`config.mk`:
```
export PLATFORM = sky130hd
export DESIGN_NAME = alu_src_ctrl_fsm
export DESIGN_NICKNAME = d
export VERILOG_FILES = /design/src/rtl/alu_src_ctrl_fsm.sv
export SDC_FILE = /design/constraint.sdc
export NUM_CORES = 1
export LEC_CHECK = 0
export ABC_CLOCK_PERIOD_IN_PS = 1700
export BUFFER_PORTS_ARGS = -buffer_cell sky130_fd_sc_hd__buf_2
export CAP_MARGIN = 20
export CORE_MARGIN = 3
export CORE_UTILIZATION = 33
export CTS_CLUSTER_SIZE = 28
export DETAILED_ROUTE_END_ITERATION = 6
export PLACE_DENSITY = 0.67
export SLEW_MARGIN = 20
export SYNTH_ARGS = -nofsm -noshare
export SYNTH_HDL_FRONTEND = slang
export SYNTH_SLANG_ARGS = --single-unit
```
`constraint.sdc`:
```
create_clock -name clk -period 1.7 [get_ports clk]
set_clock_uncertainty 0.15 [all_clocks]
set_input_delay 0.085 -clock clk [delete_from_list [all_inputs] [get_ports clk]]
set_output_delay 0.085 -clock clk [all_outputs]
set_load 0.02 [all_outputs]
```
`src/rtl/alu_src_ctrl_fsm.sv`:
```
// Multicycle control sequencer: steps FETCH/DECODE/EXEC/MEM/WB and decodes the
// ALU operand-select muxes and datapath write strobes from the current state.
module alu_src_ctrl_fsm #(
   parameter int unsigned MEM_WAIT = 2
) (
   input  logic       clk,
   input  logic       reset,
   input  logic [5:0] opcode,
   input  logic [5:0] funct,
   input  logic       alu_zero,
   output logic       alu_srcA,
   output logic [1:0] alu_srcB,
   output logic [1:0] alu_op,
   output logic       pc_write,
   output logic [1:0] pc_src,
   output logic       ir_write,
   output logic       ab_load,
   output logic       mem_read,
   output logic       mem_write,
   output logic       reg_write,
   output logic       reg_dst,
   output logic       mem_to_reg,
   output logic       illegal_op,
   output logic [3:0] state_out
);

   typedef enum logic [3:0] {
      S_RST      = 4'd0,
      S_FETCH    = 4'd1,
      S_DECODE   = 4'd2,
      S_EXEC_R   = 4'd3,
      S_R_WB     = 4'd4,
      S_ADDI_EX  = 4'd5,
      S_ADDI_WB  = 4'd6,
      S_MEM_ADDR = 4'd7,
      S_LW_READ  = 4'd8,
      S_LW_WB    = 4'd9,
      S_SW_WRITE = 4'd10,
      S_BEQ      = 4'd11,
      S_JUMP     = 4'd12,
      S_ILLEGAL  = 4'd13
   } state_t;

   localparam logic [3:0] WAIT_LAST = 4'(MEM_WAIT);

   localparam logic [5:0] OP_RTYPE = 6'h00;
   localparam logic [5:0] OP_ADDI  = 6'h08;
   localparam logic [5:0] OP_LW    = 6'h23;
   localparam logic [5:0] OP_SW    = 6'h2B;
   localparam logic [5:0] OP_BEQ   = 6'h04;
   localparam logic [5:0] OP_J     = 6'h02;

   state_t     state_q, state_d;
   logic [3:0] cnt_q, cnt_d;
   logic       phase_done;

   // funct is decoded by the ALU itself when alu_op selects it.
   logic unused_funct;
   assign unused_funct = ^funct;

   assign phase_done = (cnt_q == WAIT_LAST);

   always_ff @(posedge clk or negedge reset) begin
      if (!reset) begin
         state_q <= S_RST;
         cnt_q   <= 4'd0;
      end else begin
         state_q <= state_d;
         cnt_q   <= cnt_d;
      end
   end

   // Counter only advances inside a memory phase; every state change clears it.
   always_comb begin
      state_d = state_q;
      cnt_d   = 4'd0;
      case (state_q)
         S_RST:      state_d = S_FETCH;
         S_FETCH: begin
            if (phase_done) state_d = S_DECODE;
            else            cnt_d   = cnt_q + 4'd1;
         end
         S_DECODE: begin
            case (opcode)
               OP_RTYPE:     state_d = S_EXEC_R;
               OP_ADDI:      state_d = S_ADDI_EX;
               OP_LW, OP_SW: state_d = S_MEM_ADDR;
               OP_BEQ:       state_d = S_BEQ;
               OP_J:         state_d = S_JUMP;
               default:      state_d = S_ILLEGAL;
            endcase
         end
         S_EXEC_R:   state_d = S_R_WB;
         S_ADDI_EX:  state_d = S_ADDI_WB;
         S_MEM_ADDR: state_d = (opcode == OP_LW) ? S_LW_READ : S_SW_WRITE;
         S_LW_READ: begin
            if (phase_done) state_d = S_LW_WB;
            else            cnt_d   = cnt_q + 4'd1;
         end
         S_R_WB, S_ADDI_WB, S_LW_WB, S_SW_WRITE,
         S_BEQ, S_JUMP, S_ILLEGAL:
                     state_d = S_FETCH;
         default:    state_d = S_RST;
      endcase
   end

   always_comb begin
      alu_srcA   = 1'b0;
      alu_srcB   = 2'b00;
      alu_op     = 2'b00;
      pc_write   = 1'b0;
      pc_src     = 2'b00;
      ir_write   = 1'b0;
      ab_load    = 1'b0;
      mem_read   = 1'b0;
      mem_write  = 1'b0;
      reg_write  = 1'b0;
      reg_dst    = 1'b0;
      mem_to_reg = 1'b0;
      illegal_op = 1'b0;
      case (state_q)
         S_FETCH: begin
            mem_read = 1'b1;
            alu_srcB = 2'b11;
            ir_write = phase_done;
            pc_write = phase_done;
         end
         S_DECODE:   ab_load = 1'b1;
         S_EXEC_R: begin
            alu_srcA = 1'b1;
            alu_srcB = 2'b10;
            alu_op   = 2'b10;
         end
         S_R_WB: begin
            reg_write = 1'b1;
            reg_dst   = 1'b1;
         end
         S_ADDI_EX, S_MEM_ADDR: begin
            alu_srcA = 1'b1;
            alu_srcB = 2'b01;
         end
         S_ADDI_WB:  reg_write = 1'b1;
         S_LW_READ:  mem_read  = 1'b1;
         S_LW_WB: begin
            reg_write  = 1'b1;
            mem_to_reg = 1'b1;
         end
         S_SW_WRITE: mem_write = 1'b1;
         // Branch is taken on the same cycle the ALU compares, hence the alu_zero term.
         S_BEQ: begin
            alu_srcA = 1'b1;
            alu_srcB = 2'b10;
            alu_op   = 2'b01;
            pc_write = alu_zero;
            pc_src   = 2'b01;
         end
         S_JUMP: begin
            pc_write = 1'b1;
            pc_src   = 2'b10;
         end
         S_ILLEGAL:  illegal_op = 1'b1;
         default: ;
      endcase
   end

   assign state_out = state_q;

endmodule

```
### Yosys cells after proc, flatten, opt, wreduce, memory -nomap -nowiden

Cells that the tools add are included.

* logic and storage cells: 54
* bits of input ports: 15
* register bits after elaboration: 8
* output and inout port bits: 20

* multiplexer cells: 20
* eq/ne operators: 21
* reductions and logical operators: 10
* add/subtract/negate cells: 1

Operators with widths (number)
* case mux 4 bit (7 select lines): 1
* equality test 4 bit (second input constant): 6
* case mux 4 bit (5 select lines): 1
* equality test 4 x 3 -> 1 bit (second input constant): 4
* 2-to-1 mux 4 bit: 4
* equality test 4 x 2 -> 1 bit (second input constant): 3
* equality test 6 bit (second input constant): 2
* 2-to-1 mux 1 bit: 9
* case mux 2 bit (2 select lines): 2
* OR reduction 2 bit: 4
* OR reduction 8 bit: 1
* equality test 6 x 2 -> 1 bit (second input constant): 1
* equality test 6 x 3 -> 1 bit (second input constant): 1
* equality test 6 x 4 -> 1 bit (second input constant): 1
* zero test 6 bit: 1
* case mux 2 bit (3 select lines): 1
* adder 4 x 1 -> 4 bit (second input constant): 1
* equality test 4 x 1 -> 1 bit (second input constant): 1
* zero test 4 bit: 1
* != test 2 bit (second input constant): 2
* OR reduction 4 bit: 1
* case mux 1 bit (3 select lines): 1
* OR reduction 3 bit: 1
* 2-to-1 mux 2 bit: 1
* AND reduction 2 bit: 1

### Logic depth before layout (Yosys ltp)

Gate-level depths: netlist of the first run.

* word-level depth: 4
* mapped depth: 5
* depth with buffers taken out: 5

### Worst setup path before layout of the first run

OpenSTA, ideal clock, no wires.

* path kind: register -> output
* start point: register cnt_q[0]
* end point: output port pc_write
* buffers on the path: 0
* arrival time: 1942 ps
* slack: -477 ps
* cell stages (with the launch flop): 6
* cell sequence: dfrtp_1 inv_1 ha_1 nor3b_1 nor4b_1 a211o_1

* cells in the longest elaborated chain, start to end: 2

RTL lines
* start, declared: line 54 `logic [3:0] cnt_q, cnt_d;`
* start signal, assigned: line 69 `cnt_q <= cnt_d;`
* equality test 4 x 2 -> 1 bit: line 61 `assign phase_done = (cnt_q == WAIT_LAST);`
* case mux 1 bit (3 select lines): line 121 `case (state_q)`
* end, declared: line 14 `output logic pc_write,`

No other way between the ends.

### Final worst setup path of the first run

Ends and elaborated chain as after synthesis.

==> results.ini, run 1 <==
[sta]
worst_slew_pin_slew_ps=389
slew_violations=0
fin_ws_ps=-117
setup_viol=2
finalCritPeriodShare_pct=107
grt_setup_unrepaired=true
fin_crit_ps=1820
max_slew_margin_pct=73.4
hold_viol=0
fmax_mhz=550
timing.setup.tns_ps=-164
whs_ps=48.8

[yosys]
synth_compound_area_share_pct=19.4
synth_top_family_by_area=simple AND/OR/NAND/NOR gates
synth-adder-area-share_pct=3.97
synth_area_per_cell_um2=8.41
synthesis.area_um2=631
synth-xor-area-share_pct=4.17
synth-simple-area-share_pct=34.3
syn_nets=92
synthMuxAreaShare_pct=0
synth_warnings=0
syn_inst=75
ys_seq_area_share_pct=31.7
yosys.cell_types.count=34
synth-seq-cells=8

[detailed_routing]
drtIter0Drc=24
vias=709
totalWireLength_um=1680
routedWlPerCell_um=12.3
drc=0
drt-pass1-iter-count=4
viasPerCell=5.18
ant_nets=0

[setup_path]
rrSetupSlack_ps=30
cp.required_ps=1460
crit_fanout=4
end_kind=output pin
crit_type=reg2out
reg2reg_from=cnt_q[0]
critPathMaxStageDelay_ps=370
reg2reg_depth=5
critPathSlowestCell=dfrtp_1
r2r_end=state_out[1]
path_buf_inv=2
critical_path.top_delay_family=simple AND/OR/NAND/NOR gates
cp.arrival_ps=1580
worstPathCellList=inv_1 -> ha_1 -> nor3b_4 -> nor4b_4 -> a211o_1 -> buf_6
critPathLaunchType=flop

[die]
die_h_um=49.7
core_mm2=0.00176
die_x_um=49.7
rows=15
initial_utilization_pct=35.7
die_area_mm2=0.00247
ios=35

[hold_path]
hold_path.class=in2async

[cts]
clk_pin_slew_ps=50
clk_latency_ps=250
numClockSinks=8
clockBufferDepth=2
cts_root_buf=clkbuf_4
h-tree-depth=1
cts_tree=yes
cts_buffers=3

[finish]
final_core_util_pct=53.4
final_cells=137
area_growth_pct=49.4
final_area_um2=942
nets=131
drive_above_1_share_pct=48.2
n_antenna_cell=0

[grt]
grt.total_usage_pct=15.1
grt_pass1_wl_um=2840
antenna_found_initial=0
grt_max_degree=15
gr-total-overflow=0
first_global_vias=640

[status]
violations=setup timing
outcome=complete, but fails checks

[place]
portBuffers=28
dp_hpwl_um=1330
gp_congestion=0.815
place_inst=132
placed_cell_area_um2=873

[power]
power_density_mw_per_mm2=1810
leakagePower_uw=0.000460
ir_worst_vdd_uv=629

[flow_run]
cap_viol_max_count=0

through the flow:
step / setup slack [ps] / power (uW)
after detailed placement: -80.2 / 1510
after global routing: -267 / 1870
final: -117 / 1710
after global placement: -34.3 / 1490
after CTS: -125 / 1700
after floorplan: -81.2 / 1130
worst register-to-register path: cells and delay by family (launching register included):
kind	cells	cell delay (ps)
adder cells (fa/ha/maj)	1	190
AND/OR/NAND/NOR	2	670
buffers and inverters	1	50
AO/OA/AOI/OAI	1	160
flip-flops	1	340
cells in the mapped netlist (all sizes together):
cell type  number  share of area [%]
ha              2                4.0
a32o            1                1.6
o311ai          1                1.4
o21ai           2                1.6
nor3            6                4.8
a21bo           1                1.6
a21boi          2                2.4
nor4b           1                1.4
a21oi           1               0.79
nand3           1               0.79
nor3b           2                2.4
nor2b           1               0.99
buf             4                3.4
o32a            1                1.6
or2             1               0.99
o311a           1                1.6
and2            2                2.0
or4b            1                1.6
o22ai           1               0.99
nand2b          5                5.0
xnor2           3                4.2
a211o           1                1.4
nand4b          1                1.4
and3            1                1.2
a2111oi         1                1.4
o211a           2                3.2
clkbuf          2                1.2
nor2            8                4.8
or4             4                4.8
dfrtp           8                 32
nand2           4                2.4
inv             3                1.8
layout make-up:
type	count	area, um2
fill	179	822
tap	25	31.3
multi-input combinational	58	432
inverter	3	11.3
clock buffer	3	22.5
timing repair buffer	40	241
sequential	8	204
state kept, by name (all words and copies together) (netlist names):
register,count
cnt_q,4
state_out,4
report_power, final:
group | leakage (uW) | total (uW) | internal [uW] | switching (uW)
Clock | 0.0000138 | 140 | 80.5 | 59.9
Combinational | 0.000345 | 1220 | 511 | 713
Sequential | 0.000101 | 344 | 266 | 77.6
worst max-delay path by stage:
stage / start / endpoint / slack [ps] / depth (start not counted)
finish: cnt_q[0] / pc_write / -120 / 6
global route: cnt_q[0] / pc_write / -270 / 6
CTS: cnt_q[0] / pc_write / -120 / 6
detailed placement: cnt_q[0] / pc_write / -80 / 6
global placement: cnt_q[0] / pc_write / -30 / 6
floorplan: state_out[1] / pc_write / -80 / 4
metal layers:
metal	vias to the layer above	share of wire (%)	global-route usage, %
met5	-	0	0
met4	0	0.71	4.15
met3	2	6.8	4.83
met2	23	50	26.0
met1	335	42	17.8
li1	349	-	-
logic make-up after synthesis:
| logic type | count (synthesis) |
|---|---|
| AND/OR/NAND/NOR | 38 |
| AO/OA/AOI/OAI | 15 |
| buffers and inverters | 9 |
| flip-flops | 8 |
| XOR/XNOR | 3 |
| adder cells (fa/ha/maj) | 2 |
layout by cell type (no fill, tap or decap), types with 3 or more instances in the layout:
cell,count
nor3_1,4
dfrtp_2,3
nand2b_1,5
or4_1,4
clkbuf_4,3
buf_4,12
xnor2_1,3
nor2_1,8
buf_2,26
nand2_1,4
dfrtp_1,5
what timing repair did:
action,CTS,global route
hold buffers,1,0
gates resized for setup,4,7
pin swaps,3,1
hold endpoints to repair,8,0
endpoints found under the setup margin,4,15
buffers inserted,1,0
Note: power is estimated with default switching activity, not from simulation.
==> run 2: changes to the inputs <==
--- a/config.mk
+++ b/config.mk
@@ -13,6 +13,7 @@
 export CTS_CLUSTER_SIZE = 28
 export DETAILED_ROUTE_END_ITERATION = 6
 export PLACE_DENSITY = 0.67
+export SKIP_CTS_REPAIR_TIMING = 1
 export SLEW_MARGIN = 20
 export SYNTH_ARGS = -nofsm -noshare
 export SYNTH_HDL_FRONTEND = slang
==> run 2 against run 1 <==
Effect of this change: the flow still finishes with violations (setup timing); combinational power is essentially flat; clock power increased by 3%; total power up 1.6%; largest power group unchanged.
==> results.ini, run 2 (synthesized netlist as in run 1, its figures left out) <==
[sta]
worst_slew_pin_slew_ps=393
fin_crit_ps=1800
setup_viol=2
fmax_mhz=555
hold_viol=0
slew_violations=0
finalCritPeriodShare_pct=106
max_slew_margin_pct=73.1
whs_ps=46.5
grt_setup_unrepaired=true
fin_ws_ps=-101

[finish]
n_antenna_cell=0
nets=130
final_core_util_pct=53.7
drive_above_1_share_pct=49.5
final_area_um2=947
area_growth_pct=50.2
final_cell_mix=buf_2 (26), buf_4 (11), nor2_1 (8)
n_fill_cell=183
final_common_cell=buf_2

[grt]
gr-usage-met1_pct=17.6
grtUsageMet2_pct=24.4
grt_use_met3_pct=4.83
grt_max_degree=15
grt_pass1_wl_um=2750
antenna_found_initial=0
grt.total_usage_pct=14.6
first_global_vias=616
top_usage_layer=met2
gr-total-overflow=0

[status]
outcome=complete, but fails checks
violations=setup timing

[detailed_routing]
drc=0
drtIter0Drc=14
viasPerCell=5.21
ant_nets=0
totalWireLength_um=1720
drt-pass1-iter-count=4
vias=708
routedWlPerCell_um=12.7

[place]
portBuffers=28
dp_hpwl_um=1330
placed_cell_area_um2=873
gp_congestion=0.815

[die]
die_h_um=49.7
die_x_um=49.7
core_mm2=0.00176
rows=15
initial_utilization_pct=35.7
ios=35
die_area_mm2=0.00247

[setup_path]
crit_type=reg2out
crit_start=cnt_q[0]
r2r_end=state_out[1]
end_kind=output pin
cp.arrival_ps=1570
rrSetupSlack_ps=50
cp.required_ps=1460
reg2reg_depth=4
reg2reg_from=cnt_q[1]
critPathLaunchType=flop
endpoint=pc_write
crit_fanout=4

[power]
leakagePower_uw=0.000455
ir_worst_vdd_uv=724
power_density_mw_per_mm2=1830

[cts]
clockBufferDepth=2
h-tree-depth=1
cts_root_buf=clkbuf_4
cts_buffers=3
cts_tree=yes
clk_latency_ps=250
clk_pin_slew_ps=50
numClockSinks=8

[hold_path]
hold_path.class=in2async

[flow_run]
cap_viol_max_count=0

==> run 2: critical path, cell delays in order (launching register included) <==
cell and delay, ps:
dfrtp_1 380, inv_2 70, ha_4 110, nor3b_4 220, nor4b_4 240, a211o_1 160, buf_6 120
==> run 2: per-layer routing <==
layer	vias up	part of all wire, %
met5	-	0
met4	0	0.70
met3	2	5.8
met2	19	52
met1	343	42
li1	344	-
==> run 2: where the power goes <==
part	total (uW)	internal (uW)	switching (uW)
clock	144	80.7	63.0
sequential	353	266	86.8
combinational	1240	516	722
total	1740	863	872
==> run 2: worst min-delay path by stage <==
| stage | cells after the start | slack (ps) | endpoint |
|---|---|---|---|
| 6_report | 2 | 50 | cnt_q[0] |
| 5_1_grt | 2 | 50 | cnt_q[0] |
| 3_3_place_gp | 1 | -220 | cnt_q[0] |
| 4_1_cts | 1 | -490 | cnt_q[0] |
| 3_5_place_dp | 1 | -220 | cnt_q[0] |
| 2_1_floorplan | 0 | -360 | cnt_q[0] |
==> run 2: cell type report <==
cell class / instances / area [um2] / area share (%)
multi-input combinational: 58 / 444 / 46.9
tap: 25 / 31.3 / 3.30
clock buffer: 3 / 22.5 / 2.38
timing repair buffer: 39 / 234 / 24.7
sequential: 8 / 204 / 21.5
inverter: 3 / 11.3 / 1.19
==> run 2: through the flow <==
stage / std cells / worst slack, ps / TNS (ps) / power [uW]
detailed placement: 132 / -80.2 / -138 / 1510
CTS: 135 / -363 / -716 / 1660
finish: 136 / -101 / -126 / 1740
global route: 136 / -229 / -429 / 1890
floorplan: 75 / -81.2 / -155 / 1130
global placement: 132 / -34.3 / -53.7 / 1490
==> run 3: changes to the inputs <==
--- a/config.mk
+++ b/config.mk
@@ -13,6 +13,7 @@
 export CTS_CLUSTER_SIZE = 28
 export DETAILED_ROUTE_END_ITERATION = 6
 export PLACE_DENSITY = 0.67
+export REMOVE_ABC_BUFFERS = 1
 export SKIP_CTS_REPAIR_TIMING = 1
 export SLEW_MARGIN = 20
 export SYNTH_ARGS = -nofsm -noshare
==> run 3 against run 2 <==
Effect of this change: the run still ends with setup timing left; non-clock buffer count up 5; sequential share of layout area down 1.1 points; combinational power up 10%; utilization up 2.9 points; global-route usage down 1.1 points; final cell count up 3.7%; first-iteration DRC count down 14%.
==> results.ini, run 3 (synthesized netlist as in run 1, its figures left out) <==
[setup_path]
reg2reg_from=cnt_q[0]
critPathLaunchType=flop
end_kind=output pin
crit_fanout=3
worstPathCellList=inv_1 -> ha_1 -> nor3b_4 -> nor4b_4 -> a211o_1 -> buf_6
cp.arrival_ps=1530
rrSetupSlack_ps=-10
critPathMaxStageDelay_ps=370
critPathSlowestCell=dfrtp_1
critical_path.top_delay_family=simple AND/OR/NAND/NOR gates
reg2reg_depth=6
r2r_end=state_out[1]
path_buf_inv=2
cp.required_ps=1460
crit_type=reg2out
worst-path-stages=6

[sta]
worst_slew_pin_slew_ps=384
fin_ws_ps=-65.3
fmax_mhz=566
hold_viol=0
max_slew_margin_pct=73.7
timing.setup.tns_ps=-90.2
setup_viol=3
fin_crit_ps=1770
finalCritPeriodShare_pct=104
grt_setup_unrepaired=true
whs_ps=48.6
slew_violations=0

[detailed_routing]
drt-pass1-iter-count=4
drtIter0Drc=12
ant_nets=0
drc=0
viasPerCell=5.07
routedWlPerCell_um=12.3
totalWireLength_um=1730
vias=715

[grt]
antenna_found_initial=0
grt_pass1_wl_um=2660
grt_max_degree=16
gr-total-overflow=0
grt.total_usage_pct=13.5
first_global_vias=621

[cts]
h-tree-depth=1
clk_pin_slew_ps=50
clk_latency_ps=250
clockBufferDepth=2
numClockSinks=8
cts_root_buf=clkbuf_4
cts_buffers=3
cts_tree=yes

[die]
die_area_mm2=0.00247
die_h_um=49.7
die_x_um=49.7
core_mm2=0.00176
initial_utilization_pct=35.7
ios=35
rows=15

[finish]
n_fill_cell=170
final_cell_mix=buf_2 (23), buf_4 (18), nor2_1 (7)
drive_above_1_share_pct=53.4
final_common_cell=buf_2
nets=135
area_growth_pct=58.3
n_antenna_cell=0

[hold_path]
hold_path_depth=4
hp-start=opcode[2]
holdPathEnd=state_out[3]
hold_path.class=in2reg

[status]
outcome=complete, but fails checks
violations=setup timing

[power]
ir_worst_vdd_uv=1150
leakagePower_uw=0.000485
power_density_mw_per_mm2=1870

[place]
dp_hpwl_um=1330
gp_congestion=0.839
portBuffers=28
post-place-ws_ps=-114

[flow_run]
cap_viol_max_count=0

run 3: area by class of cell:
type / count / area [um2] / area share, %
clock buffers: 3 / 22.5 / 2.26
multi-input cells: 58 / 447 / 44.7
well taps: 25 / 31.3 / 3.13
flip-flops and latches: 8 / 204 / 20.4
repair buffers: 44 / 283 / 28.3
inverters: 3 / 11.3 / 1.13
run 3: routing by layer:
layer	wire [um]	global-route usage, %
met2	840	22.5
met1	800	18.0
met4	42	5.53
met3	50	0.906
met5	0	0
run 3: worst reg2reg max path, stage by stage, from the launching register on:
cell     delay, ps
dfrtp_1        340
inv_1           50
ha_1           190
nor3b_4        160
buf_4          140
or4_4          450
o211a_1        130
run 3: metrics by stage:
step	instance area, um2	total power [uW]	util [%]	std cells
after floorplan	602	1040	-	69
after global placement	856	1480	48.5	133
after detailed placement	856	1490	48.5	133
after CTS	878	1640	49.8	136
after global routing	998	2010	56.6	141
final	998	1860	56.6	141
run 3: worst max path at each step:
stage          slack, ps       end    startpoint
3_5_place_dp        -110  pc_write      cnt_q[0]
6_report             -70  pc_write      cnt_q[0]
2_1_floorplan       -570  pc_write  state_out[0]
4_1_cts             -390  pc_write      cnt_q[0]
5_1_grt             -170  pc_write      cnt_q[0]
3_3_place_gp         -80  pc_write      cnt_q[0]
run 3: report_power, final:
group	switching, uW	internal, uW
Combinational	746	624
Clock	58.5	80.4
Sequential	87.6	266
